===== src/rtl/imem_loader_pkg.sv =====
// Shared widths, the NOP encoding and the loader state encodings for the
// instruction-memory loader.
package imem_loader_pkg;

  localparam int ADDR_W = 8;
  localparam int INST_W = 9;
  localparam int DEPTH  = 1 << ADDR_W;

  localparam logic [INST_W-1:0] INST_NOP = 9'h000;

  typedef enum logic [2:0] {
    S_CLR = 3'd0,
    S_LEN = 3'd1,
    S_LO  = 3'd2,
    S_HI  = 3'd3,
    S_CHK = 3'd4,
    S_RUN = 3'd5,
    S_ERR = 3'd6
  } state_t;

endpackage


===== src/rtl/imem_ram.sv =====
// Instruction memory: one synchronous write port, one asynchronous read port.
// Contents are deliberately not reset; the loader clears them itself.
module imem_ram
  import imem_loader_pkg::*;
(
  input  logic              clk,
  input  logic              we_i,
  input  logic [ADDR_W-1:0] waddr_i,
  input  logic [INST_W-1:0] wdata_i,
  input  logic [ADDR_W-1:0] raddr_i,
  output logic [INST_W-1:0] rdata_o
);

  logic [INST_W-1:0] mem_q [DEPTH];

  always_ff @(posedge clk) begin
    if (we_i) mem_q[waddr_i] <= wdata_i;
  end

  assign rdata_o = mem_q[raddr_i];

endmodule


===== src/rtl/imem_loader.sv =====
// Boot loader for the core's instruction memory: clears it, fills it from a
// LEN/{LO,HI}xN/CHK byte stream, then serves inst = mem[pc] with the core released.
//   state | meaning
//   S_CLR | writing NOP to every entry
//   S_LEN | waiting for length byte (0 means 256)
//   S_LO  | waiting for low instruction byte
//   S_HI  | waiting for high byte (only bit 0 may be set)
//   S_CHK | waiting for xor checksum byte
//   S_RUN | image good, core running
//   S_ERR | bad image, core held until reset or reload
module imem_loader
  import imem_loader_pkg::*;
(
  input  logic              clk,
  input  logic              rst,
  input  logic              in_valid,
  input  logic [7:0]        in_data,
  output logic              in_ready,
  input  logic              reload,
  input  logic [ADDR_W-1:0] pc,
  output logic [INST_W-1:0] inst,
  output logic              cpu_rst,
  output logic              load_done,
  output logic              load_err
);

  state_t            state_q, state_d;
  logic [ADDR_W-1:0] clr_addr_q, clr_addr_d;
  logic [ADDR_W-1:0] waddr_q, waddr_d;
  logic [8:0]        remain_q, remain_d;
  logic [7:0]        chk_q, chk_d;
  logic [7:0]        lo_q, lo_d;

  logic              ram_we;
  logic [ADDR_W-1:0] ram_waddr;
  logic [INST_W-1:0] ram_wdata;
  logic [INST_W-1:0] ram_rdata;
  logic              xfer;

  // Ready depends on state only, so there is no in_valid -> in_ready path.
  assign in_ready  = (state_q == S_LEN) || (state_q == S_LO) ||
                     (state_q == S_HI)  || (state_q == S_CHK);
  assign cpu_rst   = (state_q != S_RUN);
  assign load_done = (state_q == S_RUN);
  assign load_err  = (state_q == S_ERR);
  assign inst      = (state_q == S_RUN) ? ram_rdata : INST_NOP;
  assign xfer      = in_valid & in_ready;

  always_comb begin
    state_d    = state_q;
    clr_addr_d = clr_addr_q;
    waddr_d    = waddr_q;
    remain_d   = remain_q;
    chk_d      = chk_q;
    lo_d       = lo_q;
    ram_we     = 1'b0;
    ram_waddr  = clr_addr_q;
    ram_wdata  = INST_NOP;
    case (state_q)
      S_CLR: begin
        ram_we     = 1'b1;
        clr_addr_d = clr_addr_q + 8'd1;
        if (clr_addr_q == 8'hFF) state_d = S_LEN;
      end
      S_LEN: begin
        if (xfer) begin
          remain_d = (in_data == 8'd0) ? 9'd256 : {1'b0, in_data};
          waddr_d  = '0;
          chk_d    = in_data;
          state_d  = S_LO;
        end
      end
      S_LO: begin
        if (xfer) begin
          lo_d    = in_data;
          chk_d   = chk_q ^ in_data;
          state_d = S_HI;
        end
      end
      S_HI: begin
        if (xfer) begin
          if (in_data[7:1] != 7'd0) begin
            state_d = S_ERR;
          end else begin
            ram_we    = 1'b1;
            ram_waddr = waddr_q;
            ram_wdata = {in_data[0], lo_q};
            waddr_d   = waddr_q + 8'd1;
            remain_d  = remain_q - 9'd1;
            chk_d     = chk_q ^ in_data;
            state_d   = (remain_q == 9'd1) ? S_CHK : S_LO;
          end
        end
      end
      S_CHK: begin
        if (xfer) state_d = (in_data == chk_q) ? S_RUN : S_ERR;
      end
      S_RUN, S_ERR: begin
        if (reload) begin
          state_d    = S_CLR;
          clr_addr_d = '0;
        end
      end
      default: state_d = S_CLR;
    endcase
  end

  always_ff @(posedge clk or negedge rst) begin
    if (!rst) begin
      state_q    <= S_CLR;
      clr_addr_q <= '0;
      waddr_q    <= '0;
      remain_q   <= '0;
      chk_q      <= '0;
      lo_q       <= '0;
    end else begin
      state_q    <= state_d;
      clr_addr_q <= clr_addr_d;
      waddr_q    <= waddr_d;
      remain_q   <= remain_d;
      chk_q      <= chk_d;
      lo_q       <= lo_d;
    end
  end

  imem_ram u_ram (
    .clk     (clk),
    .we_i    (ram_we),
    .waddr_i (ram_waddr),
    .wdata_i (ram_wdata),
    .raddr_i (pc),
    .rdata_o (ram_rdata)
  );

endmodule

===== config.mk =====
export PLATFORM = sky130hd
export DESIGN_NAME = imem_loader
export DESIGN_NICKNAME = d
export VERILOG_FILES = /design/src/rtl/imem_loader_pkg.sv /design/src/rtl/imem_ram.sv /design/src/rtl/imem_loader.sv
export SDC_FILE = /design/constraint.sdc
export NUM_CORES = 2
export LEC_CHECK = 0
export CORE_AREA = 2 2 412 414
export CTS_BUF_LIST = sky130_fd_sc_hd__clkbuf_16
export CTS_CLUSTER_SIZE = 12
export DETAILED_ROUTE_END_ITERATION = 8
export DIE_AREA = 0 0 414 416
export PLACE_DENSITY_LB_ADDON = 0.3
export SYNTH_ARGS = -nofsm -noshare
export SYNTH_HDL_FRONTEND = slang
export SYNTH_HIERARCHICAL = 1
export SYNTH_SLANG_ARGS = --single-unit

===== constraint.sdc =====
create_clock -name clk -period 8 [get_ports clk]
set_clock_uncertainty 0.1 [all_clocks]
set_input_delay 1.6 -clock clk [delete_from_list [all_inputs] [get_ports clk]]
set_output_delay 1.6 -clock clk [all_outputs]
set_load 0.02 [all_outputs]

==> run_results.csv <==
group,metric,value,unit
status,status,"finished, final reports clean",
synth,yosys_register_bits,2348,
synth,post_synth.cell_area_avg,20.3,µm²
critical_path,worst_r2r_endpoint,"u_ram/mem_q[136][0]",
critical_path,r2r_cells,7,
critical_path,slowest_stage,"nor3b_1",
detailed_routing,antenna_violating_nets_post_route,0,
synth,netlist-cell-type-count,73,
synth,seq_area_frac_synth,0.766,
critical_path,path_common_cell,"buf_4",
min_path,timing.hold.worst.start,"clr_addr_q[7]",
critical_path,critical_path.max_stage_delay,0.95,ns
floorplan,ports_placed_on_the_boundary,33,
floorplan,initial_utilization,0.546,
synth,synth.area.top_cells,"edfxtp_1 (75%), mux4_2 (11%), mux2i_1 (2.0%)",
floorplan,core.rowCount,151,
critical_path,cp.required,6.30,ns
placement,place.gp.congestion,0.922,
detailed_routing,detailedRoute.firstPassIterationCount,8,
timing,timing_max_transition_violations_final,0,
placement,placedInstanceArea,95800,µm²
grt,maximum_number_of_pins_on_one_net_before_global_route_repair,177,
power,p_leak,27.8,nW
min_path,worst_hold_path_stage_count,1,
final_layout,final_layout_size_suffix_gt1_frac,0.218,
detailed_routing,routedWlPerCell,31.7,µm
clock_tree,postCtsSetupBuffers,0,
synth,ys_dominant_reg_cell,"edfxtp_1",
timing,final_cycle_share,0.991,
timing,fmaxAchievable,126,MHz
clock_tree,clockRootBuffer,"clkbuf_16",
clock_tree,cts_resized,0,
critical_path,wp_data_arrival,6.23,ns
timing,timing.setup.tns,0,ns
placement,dp_cell_count,6762,
floorplan,fp.dieH,416,µm
clock_tree,clkSinkCount,2348,
placement,hpwl,139000,µm
placement,port_buffers,32,
critical_path,worstPathCellList,"buf_4 -> buf_4 -> buf_4 -> nor3b_1 -> a22oi_1 -> o31a_1 -> o21ai_0 -> a211oi_1 -> nor4_1 -> and2_1 -> clkdlybuf4s50_1",
detailed_routing,post_drt_via_cell_ratio,6.58,
critical_path,buffers_and_inverters_on_the_worst_path,4,
floorplan,die_width,414,µm
synth,synthesis.area,91800,µm²
critical_path,worst_setup_path_start_kind,"primary input",
power,max-vdd-ir-drop,0.235,mV
final_layout,layoutNonFillerInstCount,7108,
min_path,worstHoldEndpoint,"clr_addr_q[7]",
clock_tree,cts_tree,"done",
final_layout,layout.cell_area.non_filler,102000,µm²
grt,global_route_wire_length_before_repair,325000,µm
synth,synth-warning-count,6,
timing,timing.final.setup_violations,0,
synth,postSynth.asyncResetShare,0.0187,
detailed_routing,routed-via-count,46800,
synth,synthesized_net_count,4541,
timing,rsz0062_at_grt,"no",
critical_path,timing.critical_path.to_type,"output pin",
min_path,type_of_the_tightest_min_delay_check,"reg2reg",
grt,grt-ovfl-total,0,
clock_tree,worst_skew_pair.late_latency,0.85,ns
floorplan,die_footprint,172000,µm²
timing,slew_headroom,0.223,
synth,postSynthCellCount,4517,
clock_tree,clk_buf_depth,3,
detailed_routing,route.final.wire_length,225000,µm
critical_path,worstReg2RegStart,"state_q[0]",
grt,grt_pass1_vias,45700,
synth,library_cell_with_the_largest_summed_area_after_synthesis,"edfxtp_1",
synth,netlist.area_leader.share,0.754,
grt,antenna_found_initial,6,
final_layout,filler_cell_count,11600,
clock_tree,htreeDepth,4,
detailed_routing,remaining_drc_errors,0,
detailed_routing,detailedRoute.firstIterationViolations,6189,
critical_path,critical_path_class,"in2out",
final_layout,area.growth.synth_to_final,11.4,%
clock_tree,worst_path_clk_slew,0.06,ns
grt,grt_util_all_layers,0.262,
critical_path,critPathMaxFanout,17,
synth,synth_enable_flop_cells,2304,
power,total_power_density_per_cell_area,238,nW/µm²
clock_tree,cts_buffers,226,
flow_run,maximum_capacitance_violations,0,
timing,tightestPinTransition,1.16,ns
floorplan,coreArea,168000,µm²
final_layout,design.final.nets,4796,
timing,hold_violations,0,
critical_path,path_delay_family,"simple AND/OR/NAND/NOR gates",
timing,period_minus_slack,7.93,ns
clock_tree,cts_hold_buffers,0,
critical_path,r2r_setup_slack,3.00,ns
-- logic make-up (layout without fill, tap and decap cells) --
logic type / Yosys count / after routing / synth area share
AND/OR/NAND/NOR: 617 / 617 / 0.0312
flip-flops: 2348 / 2348 / 0.766
adder cells (fa/ha/maj): 4 / 4 / 0.000545
XOR/XNOR: 21 / 21 / 0.00200
other: 0 / 5 / 0
multiplexers: 698 / 698 / 0.142
buffers and inverters: 282 / 650 / 0.0181
AO/OA/AOI/OAI: 547 / 547 / 0.0405
-- cell usage after synthesis (all sizes together) (5+ instances only) --
master  number
buf        144
inv          7
edfxtp    2304
mux2i      184
o221ai      36
nand3       37
mux4       476
nand2b      10
nor2b       31
nor3b        5
and2        23
a31oi       12
nor4        29
o22ai       66
a211oi      26
a311oi       5
mux2        38
a21oi      120
a22o        10
a22oi      175
and3         6
o21ai       57
clkbuf     130
nor3        28
nand2       60
dfrtp       44
nor2       335
o31a         8
xnor2       13
or3          8
a221oi      11
nand4       20
or2          7
xor2         8
-- state kept, by name (all words and copies together) (netlist names) --
signal	count
chk_q	8
remain_q	9
lo_q	8
state_q	3
waddr_q	8
clr_addr_q	8
u_ram/mem_q	2304
-- cells in the final DEF, fill, tap and decap left out, types with 10 or more instances in the layout --
cell             netlist  layout
a211oi_1              26      26
a21oi_1              116     116
a221oi_1              11      11
a22o_1                10      10
a22oi_1              175     175
a31oi_1               11      11
and2_1                22      11
buf_12                 5      38
buf_4                 28     232
clkbuf_16              0     228
clkdlybuf4s50_1        0      26
clkinv_1               1      28
dfrtp_1               44      44
edfxtp_1            2304    2304
inv_1                  7      69
mux2_2                38      38
mux2i_1              184     184
mux4_2               467     467
nand2_1               60      59
nand2b_1              10      10
nand3_1               37      37
nand4_1               20      20
nor2_1               335     333
nor2b_1               31      27
nor3_1                27      27
nor4_1                28      28
o21ai_0               52      51
o221ai_1              35      35
o22ai_1               66      66
xnor2_1               13      13
-- report_power, final --
group / switching, mW / internal [mW]
Combinational: 0.860 / 0.482
Clock: 4.30 / 5.17
Sequential: 0.0955 / 13.4
Total: 5.25 / 19.1
-- layer usage --
metal / track usage / up-vias / share of wire
li1: - / 19200 / -
met1: 0.382 / 24500 / 0.39
met2: 0.404 / 2571 / 0.47
met3: 0.0521 / 403 / 0.11
met4: 0.0852 / 0 / 0.032
met5: 0 / - / 0
-- per-stage QoR --
step / setup slack (ns) / hold WS [ns] / total power, mW / util
floorplan: 1.05 / 0.364 / 14.6 / -
global placement: 0.249 / 0.386 / 15.1 / 0.570
detailed placement: 0.153 / 0.395 / 15.1 / 0.570
CTS: 0.119 / 0.403 / 24.4 / 0.608
global route: 0.0871 / 0.427 / 25.0 / 0.608
finish: 0.0698 / 0.395 / 24.3 / 0.608
-- final cells by class --
cell class | count | area [µm²] | area share
tap | 2218 | 2780 | 0.0271
multi-input combinational | 1887 | 19900 | 0.195
sequential | 2348 | 70300 | 0.688
antenna | 5 | 12.5 | 0.000122
clock buffer | 228 | 5710 | 0.0558
clock inverter | 113 | 686 | 0.00671
timing repair buffer | 301 | 2810 | 0.0275
inverter | 8 | 30.0 | 0.000294
-- worst max-delay path by stage --
stage | startpoint | endpoint | slack, ns | cells after the start
2_1_floorplan | in_data[6] | u_ram/mem_q[0][1] | 1.05 | 4
3_3_place_gp | pc[2] | inst[5] | 0.25 | 11
3_5_place_dp | pc[2] | inst[5] | 0.15 | 11
4_1_cts | pc[2] | inst[5] | 0.12 | 11
5_1_grt | pc[2] | inst[5] | 0.09 | 11
6_report | pc[2] | inst[5] | 0.07 | 11
Note: power is estimated with default switching activity, not from simulation.
